<file path="config.mk">
export PLATFORM = sky130hd
export DESIGN_NAME = seg_scan_ctrl
export DESIGN_NICKNAME = d
export VERILOG_FILES = /design/src/rtl/seg_pkg.sv /design/src/rtl/hex7seg.sv /design/src/rtl/seg_scan_ctrl.sv
export SDC_FILE = /design/constraint.sdc
export NUM_CORES = 1
export LEC_CHECK = 0
export ABC_AREA = 0
export BUFFER_PORTS_ARGS = -buffer_cell sky130_fd_sc_hd__buf_2
export CAP_MARGIN = 20
export CORE_MARGIN = 1
export CORE_UTILIZATION = 55
export CTS_CLUSTER_DIAMETER = 50
export DETAILED_ROUTE_END_ITERATION = 16
export PLACE_DENSITY_LB_ADDON = 0.15
export SYNTH_ARGS = -nofsm -noshare
export SYNTH_HDL_FRONTEND = slang
export SYNTH_SLANG_ARGS = --single-unit
</file>
<file path="constraint.sdc">
create_clock -name clk -period 2.5 [get_ports clk]
set_input_delay 0.25 -clock clk [delete_from_list [all_inputs] [get_ports clk]]
set_output_delay 0.25 -clock clk [all_outputs]
set_load 0.005 [all_outputs]
</file>
<file path="src/rtl/seg_pkg.sv">
// Shared types, constants and the leading-zero helper for the 7-segment scan controller.
package seg_pkg;

  localparam int MAX_DIGITS = 8;
  localparam logic [6:0] SEG_BLANK = 7'h7F;

  typedef logic [3:0] nibble_t;

  // Bit k set when digit k should be suppressed: nibbles k..n-1 all zero, digit 0 never.
  function automatic logic [MAX_DIGITS-1:0] lz_mask(input logic [4*MAX_DIGITS-1:0] display,
                                                    input int n);
    logic    zero_above;
    nibble_t nib;
    lz_mask    = '0;
    zero_above = 1'b1;
    for (int k = MAX_DIGITS - 1; k >= 0; k--) begin
      if (k < n) begin
        nib        = display[4*k +: 4];
        zero_above = zero_above && (nib == 4'h0);
        if (k != 0) lz_mask[k] = zero_above;
      end
    end
  endfunction

endpackage

</file>
<file path="src/rtl/hex7seg.sv">
// Hex nibble to active-low 7-segment pattern, segment order {g,f,e,d,c,b,a}.
module hex7seg
  import seg_pkg::*;
(
  input  nibble_t    nibble_i,
  output logic [6:0] seg_o
);

  always_comb begin
    seg_o = SEG_BLANK;
    unique case (nibble_i)
      4'h0: seg_o = 7'h40;
      4'h1: seg_o = 7'h79;
      4'h2: seg_o = 7'h24;
      4'h3: seg_o = 7'h30;
      4'h4: seg_o = 7'h19;
      4'h5: seg_o = 7'h12;
      4'h6: seg_o = 7'h02;
      4'h7: seg_o = 7'h78;
      4'h8: seg_o = 7'h00;
      4'h9: seg_o = 7'h10;
      4'hA: seg_o = 7'h08;
      4'hB: seg_o = 7'h03;
      4'hC: seg_o = 7'h46;
      4'hD: seg_o = 7'h21;
      4'hE: seg_o = 7'h06;
      4'hF: seg_o = 7'h0E;
    endcase
  end

endmodule

</file>
<file path="src/rtl/seg_scan_ctrl.sv">
// Time-multiplexed scan of a common-anode 7-segment bank with a double-buffered,
// tear-free load handshake and a blanking gap at the start of every digit slot.
module seg_scan_ctrl
  import seg_pkg::*;
#(
  parameter int NUM_DIGITS   = 4,
  parameter int SCAN_DIV     = 50000,
  parameter int BLANK_CYCLES = 500
) (
  input  logic                    clk,
  input  logic                    rst_n,
  input  logic [4*NUM_DIGITS-1:0] value_i,
  input  logic [NUM_DIGITS-1:0]   dp_i,
  input  logic                    load_valid_i,
  output logic                    load_ready_o,
  input  logic                    lz_suppress_i,
  output logic [6:0]              seg_o,
  output logic                    dp_o,
  output logic [NUM_DIGITS-1:0]   an_o,
  output logic                    frame_o
);

  localparam int CW = (SCAN_DIV > 1) ? $clog2(SCAN_DIV) : 1;
  localparam int IW = $clog2(NUM_DIGITS);
  localparam logic [CW-1:0] CNT_LAST  = CW'(SCAN_DIV - 1);
  localparam logic [CW-1:0] CNT_BLANK = CW'(BLANK_CYCLES);
  localparam logic [IW-1:0] IDX_LAST  = IW'(NUM_DIGITS - 1);

  logic [CW-1:0]             count_q, count_d;
  logic [IW-1:0]             idx_q, idx_d;
  logic [4*NUM_DIGITS-1:0]   disp_val_q, pend_val_q;
  logic [NUM_DIGITS-1:0]     disp_dp_q, pend_dp_q;
  logic                      pend_full_q;
  logic [6:0]                seg_q, seg_d;
  logic                      dp_q, dp_d;
  logic [NUM_DIGITS-1:0]     an_q, an_d;
  logic                      frame_q;

  logic                      tick, wrap, accept;
  nibble_t                   cur_nib;
  logic [6:0]                hex_seg;
  logic [4*MAX_DIGITS-1:0]   disp_ext;
  logic [MAX_DIGITS-1:0]     lz_vec;

  assign tick         = (count_q == CNT_LAST);
  assign wrap         = tick && (idx_q == IDX_LAST);
  assign accept       = load_valid_i && !pend_full_q;
  assign load_ready_o = !pend_full_q;

  assign count_d = tick ? '0 : count_q + 1'b1;
  assign idx_d   = !tick ? idx_q : (wrap ? '0 : idx_q + 1'b1);

  assign cur_nib  = disp_val_q[4*int'(idx_q) +: 4];
  assign disp_ext = (4*MAX_DIGITS)'(disp_val_q);
  assign lz_vec   = lz_mask(disp_ext, NUM_DIGITS);

  hex7seg u_hex7seg (
    .nibble_i (cur_nib),
    .seg_o    (hex_seg)
  );

  always_comb begin
    seg_d = SEG_BLANK;
    dp_d  = 1'b1;
    an_d  = '1;
    if (count_q >= CNT_BLANK) begin
      an_d[idx_q] = 1'b0;
      dp_d        = !disp_dp_q[idx_q];
      seg_d       = (lz_suppress_i && lz_vec[idx_q]) ? SEG_BLANK : hex_seg;
    end
  end

  always_ff @(posedge clk or negedge rst_n) begin
    if (!rst_n) begin
      count_q     <= '0;
      idx_q       <= '0;
      disp_val_q  <= '0;
      disp_dp_q   <= '0;
      pend_val_q  <= '0;
      pend_dp_q   <= '0;
      pend_full_q <= 1'b0;
      seg_q       <= SEG_BLANK;
      dp_q        <= 1'b1;
      an_q        <= '1;
      frame_q     <= 1'b0;
    end else begin
      count_q <= count_d;
      idx_q   <= idx_d;
      seg_q   <= seg_d;
      dp_q    <= dp_d;
      an_q    <= an_d;
      frame_q <= wrap;
      // accept needs an empty buffer and the copy needs a full one, so they never collide
      if (accept) begin
        pend_val_q  <= value_i;
        pend_dp_q   <= dp_i;
        pend_full_q <= 1'b1;
      end else if (wrap && pend_full_q) begin
        disp_val_q  <= pend_val_q;
        disp_dp_q   <= pend_dp_q;
        pend_full_q <= 1'b0;
      end
    end
  end

  assign seg_o   = seg_q;
  assign dp_o    = dp_q;
  assign an_o    = an_q;
  assign frame_o = frame_q;

endmodule

</file>
* Word level (Yosys, flattened, before mapping)
Memories as Yosys holds them, arrays and structs flattened. Cells that the tools add are included.
Word-level totals: bits in registers 72, memory bits (read-only) 112, input port bits 24, output and inout bits 14, word-level logic and storage cells 51, memories kept 1
Cells by class: add/sub/neg operators 2, order comparisons 4, equality and inequality tests 2, shift-type cells 1, muxes and demuxes 14, bitwise operators 2, reductions and logical operators 14
Memories:
- (name not given) | depth 16, width 7, read ports 1, clocked after Yosys merged registers in 0, wr ports 0, RTL line hex7seg.sv:11 | unique case (nibble_i)
Operators by type and width (number):
- $add A16 B1 Y16 const B | 1
- $eq A16 B16 Y1 const B | 1
- $ge A16 B9 Y1 const B | 1
- $mux W16 | 1
- $shiftx A16 B5 Y4 | 1
- $mux W7 | 2
- $logic_not A4 Y1 | 3
- $logic_and A1 B1 Y1 | 7
- $mux W1 | 6
- $bmux W1 S2 | 2
- $lt A2 B4 Y1 const B | 1
- $mux W4 | 1
- $not A4 Y4 | 1
- $lt A2 B3 Y1 const B | 1
- $add A2 B1 Y2 const B | 1
- $demux W1 S2 | 1
- $eq A2 B2 Y1 const B | 1
- $ge A2 B1 Y1 const B | 1
- $logic_not A1 Y1 | 2
- $mux W2 | 1
- $reduce_and A2 Y1 | 1
- $reduce_bool A2 Y1 | 1
- $not A1 Y1 | 1

* Longest topological paths before layout
Gate-level depths: netlist of the first run.
depth after elaboration 8, gate-level depth with buffers 8, depth with buffers taken out 7

* Hierarchy
From an unflattened synthesis of the first run, not the netlist that was laid out.
Unflattened totals: cell total of the unflattened synthesis 256, area, all modules 3310.7 µm²
By module, submodules not included:
- seg_scan_ctrl | instances 1, cells each 225, area an instance 3057.9 µm², seq. area each 1816.7 µm²
- hex7seg | instances 1, cells each 31, area an instance 252.7 µm², seq. area each 0.0 µm²

* Worst setup path before layout of the first run
No wires, ideal clock.
path kind reg2reg, start register count_q[4], end register disp_dp_q[0], setup time 0.127 ns, arrival time 2.014 ns, required time 2.373 ns, setup slack 0.358 ns, stages on the path, launching flop included 6, buffers on the path 1, period minus slack after synthesis 2.142 ns, cell sequence dfrtp_1 > or4b_1 > nor4_4 > and3_4 > buf_6 > mux2_1
Between the ends: word-level cells in the longest chain between the ends 4
RTL lines:
- start: declaration | RTL line seg_scan_ctrl.sv:29 | logic [CW-1:0] count_q, count_d;
- start signal: assignment | RTL line seg_scan_ctrl.sv:87 | count_q <= count_d;
- $eq A16 B16 Y1 | RTL line seg_scan_ctrl.sv:45 | assign tick = (count_q == CNT_LAST);
- $logic_and A1 B1 Y1 | RTL line seg_scan_ctrl.sv:46 | assign wrap = tick && (idx_q == IDX_LAST);
- $logic_and A1 B1 Y1 | RTL line seg_scan_ctrl.sv:98 | end else if (wrap && pend_full_q) begin
- $reduce_and A2 Y1 (no source line)
- end signal: assignment | RTL line seg_scan_ctrl.sv:100 | disp_dp_q <= pend_dp_q;
- end: declaration | RTL line seg_scan_ctrl.sv:32 | logic [NUM_DIGITS-1:0] disp_dp_q, pend_dp_q;
Every way passes these cells. A chain may end at the register's enable or synchronous reset.

* Worst setup path after layout of the first run
start register count_q[4], end register disp_val_q[1]
Between the ends: word-level cells in the longest chain between the ends 4
RTL lines:
- $eq A16 B16 Y1 | RTL line seg_scan_ctrl.sv:45
- $logic_and A1 B1 Y1 | RTL line seg_scan_ctrl.sv:46
- $logic_and A1 B1 Y1 | RTL line seg_scan_ctrl.sv:98
- $reduce_and A2 Y1 (no source line)
- end signal: assignment | RTL line seg_scan_ctrl.sv:99 | disp_val_q <= pend_val_q;
- end: declaration | RTL line seg_scan_ctrl.sv:31 | logic [4*NUM_DIGITS-1:0] disp_val_q, pend_val_q;
Every way passes these cells.

==> results of run 1 <==
-- cell type report --
cell class              count  area share
multi-input cells         165       0.371
repair buffers             42      0.0626
clock buffers              11      0.0346
flip-flops and latches     72       0.478
inverters                   9     0.00889
well taps                  72      0.0237
clock inverters             5      0.0214
-- path summary, 6_finish.rpt --
path                               start             to  slack (ns)  depth (start not counted)
min                              dp_i[2]   pend_dp_q[2]        0.13                          2
max in group asynchronous          rst_n           dp_o        1.34                          3
max                           count_q[4]  disp_val_q[1]        0.29                          4
max reg2reg                   count_q[4]  disp_val_q[1]        0.29                          4
min reg2reg                pend_val_q[6]  disp_val_q[6]        0.49                          1
min in group asynchronous          rst_n  pend_val_q[6]        0.47                          2
-- per-layer routing --
metal | up-vias | wire (um) | share of wire
li1 | 987 | - | -
met5 | - | 0 | 0
met4 | 0 | 128 | 0.022
met2 | 52 | 2740 | 0.47
met3 | 13 | 264 | 0.045
met1 | 1004 | 2680 | 0.46
-- synthesized netlist by cell type (4+ instances only) --
cell,number
mux2_1,19
dfrtp_1,60
dfstp_2,12
mux4_2,6
xor2_1,9
mux2_2,24
nor2b_1,6
nand4_1,9
nor2_1,17
clkbuf_1,6
nand3_1,8
nand2_1,17
ha_1,12
mux2i_1,4
inv_1,9
-- kinds of logic (layout without fill, tap and decap cells) --
kind of cell / after synthesis / in the layout
buffers and inverters: 19 / 67
multiplexers: 53 / 53
XOR/XNOR: 11 / 11
AO/OA/AOI/OAI: 12 / 12
flip-flops: 72 / 72
adder cells (fa/ha/maj): 12 / 12
AND/OR/NAND/NOR: 77 / 77
-- flip-flops by register name (all words and copies together) (netlist names) --
name	count
pend_dp_q	4
pend_val_q	16
dp_o	1
an_o	4
pend_full_q	1
frame_o	1
disp_dp_q	4
disp_val_q	16
seg_o	7
idx_q	2
count_q	16
-- power groups by stage --
| stage | logic [uW] | clock network [uW] | registers, uW |
|---|---|---|---|
| 6_report | 78.7 | 991 | 1220 |
| 5_1_grt | 90.0 | 1060 | 1230 |
| 4_1_cts | 81.5 | 1010 | 1220 |
| 3_5_place_dp | 79.7 | 0 | 1250 |
| 3_3_place_gp | 76.3 | 0 | 1240 |
| 2_1_floorplan | 33.1 | 0 | 1240 |
-- per-stage QoR --
stage                     utilization  setup WS (ns)  hold slack (ns)  instance area [um2]
after floorplan                     -          0.358          -0.0456                 3310
after global placement          0.634          0.307            0.318                 3580
after detailed placement        0.634          0.296            0.321                 3580
after CTS                       0.674          0.270            0.119                 3800
after global routing            0.674          0.197            0.116                 3800
final                           0.674          0.288            0.131                 3800
-- placed cells by master (no fill, tap or decap), types with 3 or more instances in the layout --
| cell type | netlist | routed |
|---|---|---|
| dfrtp_1 | 60 | 60 |
| buf_2 | 1 | 37 |
| mux2_2 | 24 | 24 |
| mux2_1 | 19 | 19 |
| nand2_1 | 17 | 17 |
| nor2_1 | 17 | 17 |
| ha_1 | 12 | 12 |
| dfstp_2 | 12 | 12 |
| inv_1 | 9 | 9 |
| nand4_1 | 9 | 9 |
| xor2_1 | 9 | 9 |
| clkbuf_8 | 0 | 9 |
| nand3_1 | 8 | 8 |
| mux4_2 | 6 | 6 |
| nor2b_1 | 6 | 6 |
| mux2i_1 | 4 | 4 |
| nor4_1 | 3 | 3 |
| or4_1 | 3 | 3 |
| a21oi_1 | 3 | 3 |
| and2_1 | 3 | 3 |
| buf_4 | 0 | 3 |
==> results by group, run 1 <==
Critical path
  • CP endpoint kind: register
  • CP arrival: 2.44 ns
  • Critical-path cell with the highest stage delay: or4b_1
  • Critical path, cell by cell: or4b_1, nor4_4, and3_4, mux2_1
  • Crit Path Class: register to register
  • CP startpoint kind: register
  • Crit-path max FO: 21
  • Slowest stage delay, CP: 0.57 ns
  • Bufs and invs on worst path: 0
  • Crit-path leading delay family: simple AND/OR/NAND/NOR gates
  • Crit path required time: 2.72 ns

Timing
  • Max Freq: 452 MHz
  • Endpoints failing hold: 0
  • Total Neg Setup Slack: 0 ns
  • RSZ-0062 raised after global routing: false
  • Tmin final: 2.21 ns
  • Actual slew at the worst max-slew pin: 0.656 ns
  • Setup-failing EPs final: 0
  • Max Slew Vio Count: 0
  • Slew headroom: 0.562
  • Final period utilization: 0.885
  • Clock skew: 0.00437 ns

Route
  • Post-route ant nets: 0
  • DR pass1 iterations: 4
  • DRC viols: 0
  • WL final: 5810 um
  • Initial DRC count: 93
  • Avg WL per Cell: 15.4 um
  • DR vias: 2,056
  • Vias per std cell: 5.47

Floorplan
  • Core area: 0.00564 mm2
  • Initial Util: 0.587
  • Die Wd: 79.6 um
  • IO Count: 38
  • Die Area: 0.00634 mm2
  • Die Y: 79.6 um
  • Num rows: 27

Global route
  • First-pass GRT wire length: 10,100 um
  • Largest net degree at the start of global routing: 45
  • All-Layer GR Usage: 0.216
  • GRT busiest layer: met2
  • Total gr overflow: 0
  • Initial antenna violation count: 0
  • M3 GR Usage: 0.0651
  • GRT met2 Usage: 0.319
  • Vias in the first global route: 2,092
  • GR Util met1: 0.293

Synth
  • Top cell type's share of synthesized area: 0.453
  • Post-Synth Adder-Cell Area: 0.0453
  • Synth Register Bits: 72
  • Post-Synthesis Net Count: 292
  • Post-synthesis mux area share: 0.199
  • Sequential share of the synthesized area: 0.548
  • Synth Instances: 256
  • Yosys warnings: 0
  • Post-synthesis xor/xnor area fraction: 0.0291
  • Post-synth EDFFs: 0
  • Syn Area/Cell: 12.9 um2
  • Largest family of logic cells by synthesized area: multiplexers
  • FFs w/ async S/R, synth: 1.00
  • Simple-gate share of the synthesized area: 0.128
  • Library cells used by synthesis: 38
  • Complex-gate fraction of the synthesized area: 0.0242
  • Area contributors post-synth: dfrtp_1 45%, dfstp_2 9.5%, mux2_2 8.2%
  • Synth area leader: dfrtp_1
  • Area of the mapped netlist: 0.00331 mm2
  • Most used DFF post-synth: dfrtp_1

Finish
  • Layout cells sized above 1: 0.329
  • Non-filler instance count after layout: 376
  • Fill count: 403
  • Area occupied by multi-input gates: 0.00141 mm2
  • Ant. Diodes: 0
  • Area Growth Syn to Fin: 14.7%
  • Sequential Area: 0.00182 mm2
  • Nets: 335

Pwr
  • Psw: 484 uW
  • Sequential Power Share: 0.534
  • Switching Share: 0.211
  • Final total power: 2290 uW
  • Combinational fraction of design power: 0.034
  • Worst VDD drop: 0.466 mV
  • Power density over cell area: 604 mW/mm2
  • Clock share of power: 0.432
  • Leak: 0.00176 uW
  • Internal: 1810 uW

Hold path
  • HP Class: input port to register

Clock tree
  • Post-CTS Setup Bufs: 0
  • # resized after CTS: 0
  • H-tree depth: 3
  • CTS clk-pin slew, worst paths: 0.07 ns
  • CTS tree: yes
  • Num CTS Buffers: 9
  • Post-CTS Hold Buffers: 1
  • CTS sink cnt: 72
  • Clock Root Buffer: clkbuf_8
  • Worst skew pair latency: 0.34 ns
  • CTS Buffer Depth: 2

Placed design
  • PortBufs: 37
  • Dpl cells: 359
  • Dpl hpwl: 4130 um
  • GP Congestion: 0.792

Flow run
  • Max-cap violations: 0

Run status
  • Outcome: finished, final reports clean
Note: power is estimated with default switching activity, not from simulation.
==> run 2: changes to the inputs <==
Settings changed: PLACE_DENSITY set to 0.75, PLACE_DENSITY_LB_ADDON 0.15 to unset.
==> run 2 against run 1 <==
Compared with the run above: die area did not move; worst setup slack got worse by 0.021 ns; total power fell by 5.3%; combinational power barely moved; clock-buffer cell count rose by 2; sequential cell count did not move; global-route usage fell by 0.49 points; via count fell by 0.97%; hold slack improved by 0.0018 ns; non-clock buffer count fell by 1; first-iteration DRC count rose by 34%.
==> results by group, run 2 (synthesis gave the netlist of run 1 again) <==
Route
  • Post-route ant nets: 0 (unchanged)
  • Initial DRC count: 125 (+34%)
  • WL final: 5710 um (-1.7%)
  • DR pass1 iterations: 4 (unchanged)
  • Vias per std cell: 5.43 (-0.71%)
  • Avg WL per Cell: 15.2 um (-1.4%)
  • DR vias: 2,036 (-0.97%)
  • DRC viols: 0 (unchanged)

Run status
  • Outcome: finished, final reports clean

Clock tree
  • Post-CTS Setup Bufs: 0 (unchanged)
  • CTS clk-pin slew, worst paths: 0.07 ns (about the same)
  • Worst skew pair latency: 0.35 ns (about the same)
  • CTS sink cnt: 72 (unchanged)
  • Num CTS Buffers: 9 (unchanged)
  • CTS Buffer Depth: 2 (unchanged)
  • Clock Root Buffer: clkbuf_8
  • H-tree depth: 3 (unchanged)
  • CTS tree: yes

Placed design
  • Dpl hpwl: 3970 um (-3.8%)
  • GP Congestion: 0.747 (-5.7%)
  • PortBufs: 37 (unchanged)

Floorplan
  • Initial Util: 0.587 (unchanged)
  • Core area: 0.00564 mm2 (unchanged)
  • Die Wd: 79.6 um (unchanged)
  • Num rows: 27 (unchanged)
  • Die Y: 79.6 um (unchanged)
  • IO Count: 38 (unchanged)
  • Die Area: 0.00634 mm2 (unchanged)

Critical path
  • Crit path required time: 2.72 ns (about the same)
  • Critical path, cell by cell: or4b_1, nor4_4, and3_4, mux2_1
  • CP startpoint kind: register
  • Crit Path Class: register to register
  • CP endpoint kind: register
  • Crit-path max FO: 21 (unchanged)
  • Slowest stage delay, CP: 0.57 ns (about the same)
  • Critical-path cell with the highest stage delay: or4b_1
  • CP arrival: 2.45 ns (about the same)

Global route
  • Initial antenna violation count: 0 (unchanged)
  • First-pass GRT wire length: 9780 um (-2.7%)
  • Vias in the first global route: 2,015 (-3.7%)
  • Largest net degree at the start of global routing: 44 (-2.2%)
  • Total gr overflow: 0 (unchanged)
  • All-Layer GR Usage: 0.211 (-0.00491)

Timing
  • Slew headroom: 0.535 (-0.0271)
  • Endpoints failing hold: 0 (unchanged)
  • RSZ-0062 raised after global routing: false
  • Actual slew at the worst max-slew pin: 0.697 ns (+0.0406 ns)
  • Total Neg Setup Slack: 0 ns (unchanged)
  • Clock skew: 0.00865 ns (+0.00428 ns)
  • Final period utilization: 0.893 (+0.00847)
  • Tmin final: 2.23 ns (+0.0212 ns)
  • Max Freq: 448 MHz (-0.95%)
  • Max Slew Vio Count: 0 (unchanged)
  • Setup-failing EPs final: 0 (unchanged)

Finish
  • Most frequent cells in the layout: 60 x dfrtp_1, 37 x buf_2, 24 x mux2_2, 19 x mux2_1
  • Commonest non-fill, non-tap cell in the layout: dfrtp_1
  • Layout cells sized above 1: 0.320 (-0.00882)
  • Nets: 334 (-0.30%)
  • Biggest registers after layout: count_q x16, disp_val_q x16, pend_val_q x16
  • Area Growth Syn to Fin: 13.5%
  • Fill count: 438 (+8.7%)
  • Ant. Diodes: 0 (unchanged)

Pwr
  • Leak: 0.00173 uW (-1.2%)
  • Final total power: 2170 uW (-5.3%)
  • Worst VDD drop: 0.494 mV (+6.1%)
  • Power density over cell area: 578 mW/mm2 (-4.3%)

Flow run
  • Max-cap violations: 0 (unchanged)

Hold path
  • HP Class: input port to register
==> run 2: cell count changes in the layout (fill, tap and decap cells not counted) <==
cell       delta
buf_4         -1
bufinv_16     -1
clkbuf_1      +2
clkinv_4      -1
==> run 2: layout make-up <==
class / count / area, um2 / area share
clock buffer: 13 / 139 / 0.0369
multi-input combinational: 165 / 1410 / 0.375
sequential: 72 / 1820 / 0.483
tap: 72 / 90.1 / 0.0240
timing repair buffer: 41 / 230 / 0.0612
inverter: 9 / 33.8 / 0.00898
clock inverter: 3 / 42.5 / 0.0113
==> run 2: what timing repair did <==
action | 4_1_cts | 5_1_grt
endpoints found under the hold margin | 27 | 0
hold buffers | 1 | 0
gates resized for setup | 0 | 0
setup endpoints to repair | 0 | 0
==> run 2: path summary, 6_finish.rpt <==
kind / startpoint / to / slack, ns / cells past startpoint
setup / recovery: count_q[4] / disp_val_q[9] / 0.27 / 4
hold / removal: dp_i[2] / pend_dp_q[2] / 0.13 / 2
setup reg to reg: count_q[4] / disp_val_q[9] / 0.27 / 4
hold reg to reg: disp_dp_q[1] / disp_dp_q[1] / 0.49 / 1
max in group asynchronous: rst_n / dp_o / 1.29 / 3
min in group asynchronous: rst_n / disp_val_q[6] / 0.50 / 2
==> run 2: routing by layer <==
metal  routed length [um]  GRT usage  vias up
met4                  102     0.0982        0
met2                 2700      0.319       42
met3                  226     0.0583       10
met1                 2690      0.283      999
li1                     -          -      985
met5                    0          0        -
==> run 2: where the power goes <==
| group | switching [uW] | internal [uW] | total, uW |
|---|---|---|---|
| Clock | 410 | 461 | 871 |
| Sequential | 19.9 | 1200 | 1220 |
| Combinational | 34.7 | 43.7 | 78.5 |
==> run 2: stage by stage <==
stage / area, um2 / instances / worst slack, ns / utilization / hold WS, ns
after floorplan: 3310 / 256 / 0.358 / - / -0.0456
after global placement: 3570 / 358 / 0.312 / 0.633 / 0.324
after detailed placement: 3570 / 358 / 0.273 / 0.633 / 0.331
after CTS: 3760 / 375 / 0.251 / 0.667 / 0.121
after global routing: 3760 / 375 / 0.184 / 0.667 / 0.117
final: 3760 / 375 / 0.267 / 0.667 / 0.132
==> run 2: worst max-delay path, delay by kind of cell (launching register included) <==
family	cells	cell delay (ns)
mux	1	0.37
flops	1	0.45
simple gates	3	1.28
==> run 3: changes to the inputs <==
Settings changed: PLACE_DENSITY 0.75 to unset, PLACE_DENSITY_LB_ADDON set to 0.1.
==> run 3 against run 2 <==
Compared with the run above: design area is 0.57% higher; largest cell class unchanged; clock power is 5.7% higher; total power is 2.3% higher; first-iteration DRC count is 0.80% higher; cell count is 0.27% higher; sequential cell count stayed put; clock skew hardly changed; sequential share of layout area is 0.27 points lower; routed wire length is 3.3% higher.
==> results by group, run 3 (synthesis gave the netlist of run 1 again) <==
Run status
  • Outcome: finished, final reports clean

Hold path
  • Hold Crit Endpoint: pend_dp_q[0]
  • Hold Path Origin: dp_i[0]
  • Worst Hold Depth: 2 (unchanged)
  • HP Class: input port to register

Critical path
  • Crit-path max FO: 21 (unchanged)
  • Cell count along the critical path: 4 (unchanged)
  • Critical-path cell with the highest stage delay: or4_4
  • Critical path, cell by cell: or4_4, nor4_4, and3_4, mux2_1
  • FF-to-FF path depth: 4 (unchanged)
  • Crit-path leading delay family: simple AND/OR/NAND/NOR gates
  • Crit Path Class: register to register
  • RR Endpoint: disp_val_q[7]
  • Slowest stage delay, CP: 0.56 ns (about the same)
  • CP endpoint kind: register
  • Reg2reg start: count_q[11]
  • Crit path required time: 2.73 ns (about the same)
  • Bufs and invs on worst path: 0 (unchanged)
  • CP arrival: 2.42 ns (-0.03 ns)
  • R2r setup slk: 0.31 ns (+0.04 ns)
  • CP startpoint kind: register

Timing
  • Max Slew Vio Count: 0 (unchanged)
  • Slew headroom: 0.548 (+0.0122)
  • Max Freq: 457 MHz (+2.0%)
  • Total Neg Setup Slack: 0 ns (unchanged)
  • Setup WS post-layout: 0.312 ns (+0.0445 ns)
  • Actual slew at the worst max-slew pin: 0.679 ns (-0.0183 ns)
  • Endpoints failing hold: 0 (unchanged)
  • Clock skew: 0.00874 ns (+0.0000895 ns)
  • RSZ-0062 raised after global routing: false
  • Final period utilization: 0.875 (-0.0178)
  • Setup-failing EPs final: 0 (unchanged)
  • Tmin final: 2.19 ns (-0.0445 ns)

Finish
  • Most frequent cells in the layout: 60 x dfrtp_1, 37 x buf_2, 24 x mux2_2, 19 x mux2_1
  • Biggest registers after layout: count_q x16, disp_val_q x16, pend_val_q x16
  • Area Growth Syn to Fin: 14.2%
  • Nets: 335 (+0.30%)
  • Fill count: 412 (-5.9%)
  • Ant. Diodes: 0 (unchanged)
  • Layout cells sized above 1: 0.332 (+0.0121)
  • Final core utilization: 0.670 (+0.00377)
  • Commonest non-fill, non-tap cell in the layout: dfrtp_1

Global route
  • First-pass GRT wire length: 10,100 um (+3.0%)
  • All-Layer GR Usage: 0.219 (+0.00729)
  • Largest net degree at the start of global routing: 44 (unchanged)
  • Vias in the first global route: 2,047 (+1.6%)
  • Total gr overflow: 0 (unchanged)
  • Initial antenna violation count: 0 (unchanged)

Floorplan
  • Initial Util: 0.587 (unchanged)
  • IO Count: 38 (unchanged)
  • Die Area: 0.00634 mm2 (unchanged)
  • Die Y: 79.6 um (unchanged)
  • Num rows: 27 (unchanged)
  • Core area: 0.00564 mm2 (unchanged)
  • Die Wd: 79.6 um (unchanged)

Placed design
  • Pre-CTS WS: 0.297 ns (+0.0242 ns)
  • Dpl hpwl: 4180 um (+5.2%)
  • PortBufs: 37 (unchanged)
  • GP Congestion: 0.812 (+8.7%)

Route
  • DR vias: 2,092 (+2.8%)
  • DRC viols: 0 (unchanged)
  • Vias per std cell: 5.56 (+2.5%)
  • Post-route ant nets: 0 (unchanged)
  • DR pass1 iterations: 4 (unchanged)
  • Avg WL per Cell: 15.7 um (+3.0%)
  • Initial DRC count: 126 (+0.80%)
  • WL final: 5900 um (+3.3%)

Pwr
  • Worst VDD drop: 0.576 mV (+16%)
  • Final total power: 2220 uW (+2.3%)
  • Leak: 0.00175 uW (+0.64%)
  • Power density over cell area: 588 mW/mm2 (+1.8%)

Clock tree
  • Post-CTS Setup Bufs: 0 (unchanged)
  • H-tree depth: 3 (unchanged)
  • CTS sink cnt: 72 (unchanged)
  • CTS Buffer Depth: 2 (unchanged)
  • Clock Root Buffer: clkbuf_8
  • CTS tree: yes
  • Worst skew pair latency: 0.35 ns (about the same)
  • CTS clk-pin slew, worst paths: 0.08 ns (about the same)
  • Num CTS Buffers: 9 (unchanged)

Flow run
  • Max-cap violations: 0 (unchanged)
-- run 3: cell count changes in the layout (fill, tap and decap cells not counted) --
cell | before | now
buf_4 | 2 | 3
clkbuf_1 | 4 | 1
inv_6 | 0 | 2
clkinvlp_4 | 1 | 2
-- run 3: power by group --
part | switching, uW | total, uW | internal, uW
Combinational | 35.0 | 78.8 | 43.8
Sequential | 21.0 | 1220 | 1200
Clock | 455 | 921 | 466
Total | 511 | 2220 | 1710
-- run 3: area by class of cell --
type	count	area, um2	area share
multi-input cells	165	1410	0.372
clock buffers	10	128	0.0337
clock inverters	6	67.6	0.0179
repair buffers	42	238	0.0629
flip-flops and latches	72	1820	0.480
inverters	9	33.8	0.00893
well taps	72	90.1	0.0238
-- run 3: timing repair --
action / CTS / global route
hold buffers: 1 / 0
resized for setup: 0 / 0
endpoints found under the hold margin: 27 / 0
-- run 3: worst max path at each step --
stage / from / end / slack [ns]
final: count_q[11] / disp_val_q[7] / 0.31
after CTS: count_q[4] / disp_val_q[7] / 0.29
after floorplan: count_q[4] / disp_dp_q[0] / 0.36
after global routing: count_q[11] / disp_val_q[9] / 0.19
after global placement: count_q[4] / disp_dp_q[3] / 0.31
after detailed placement: count_q[7] / disp_val_q[7] / 0.30
-- run 3: stage by stage --
step / std cells / hold WS [ns] / area, um2
floorplan: 256 / -0.0456 / 3310
global placement: 359 / 0.330 / 3580
global route: 376 / 0.101 / 3780
CTS: 376 / 0.113 / 3780
detailed placement: 359 / 0.336 / 3580
finish: 376 / 0.119 / 3780
-- run 3: routing by layer --
layer	GRT usage	wire length, um	vias up
li1	-	-	997
met1	0.292	2730	1031
met2	0.333	2790	58
met3	0.0857	323	6
met4	0.0582	55	0
met5	0	0	-
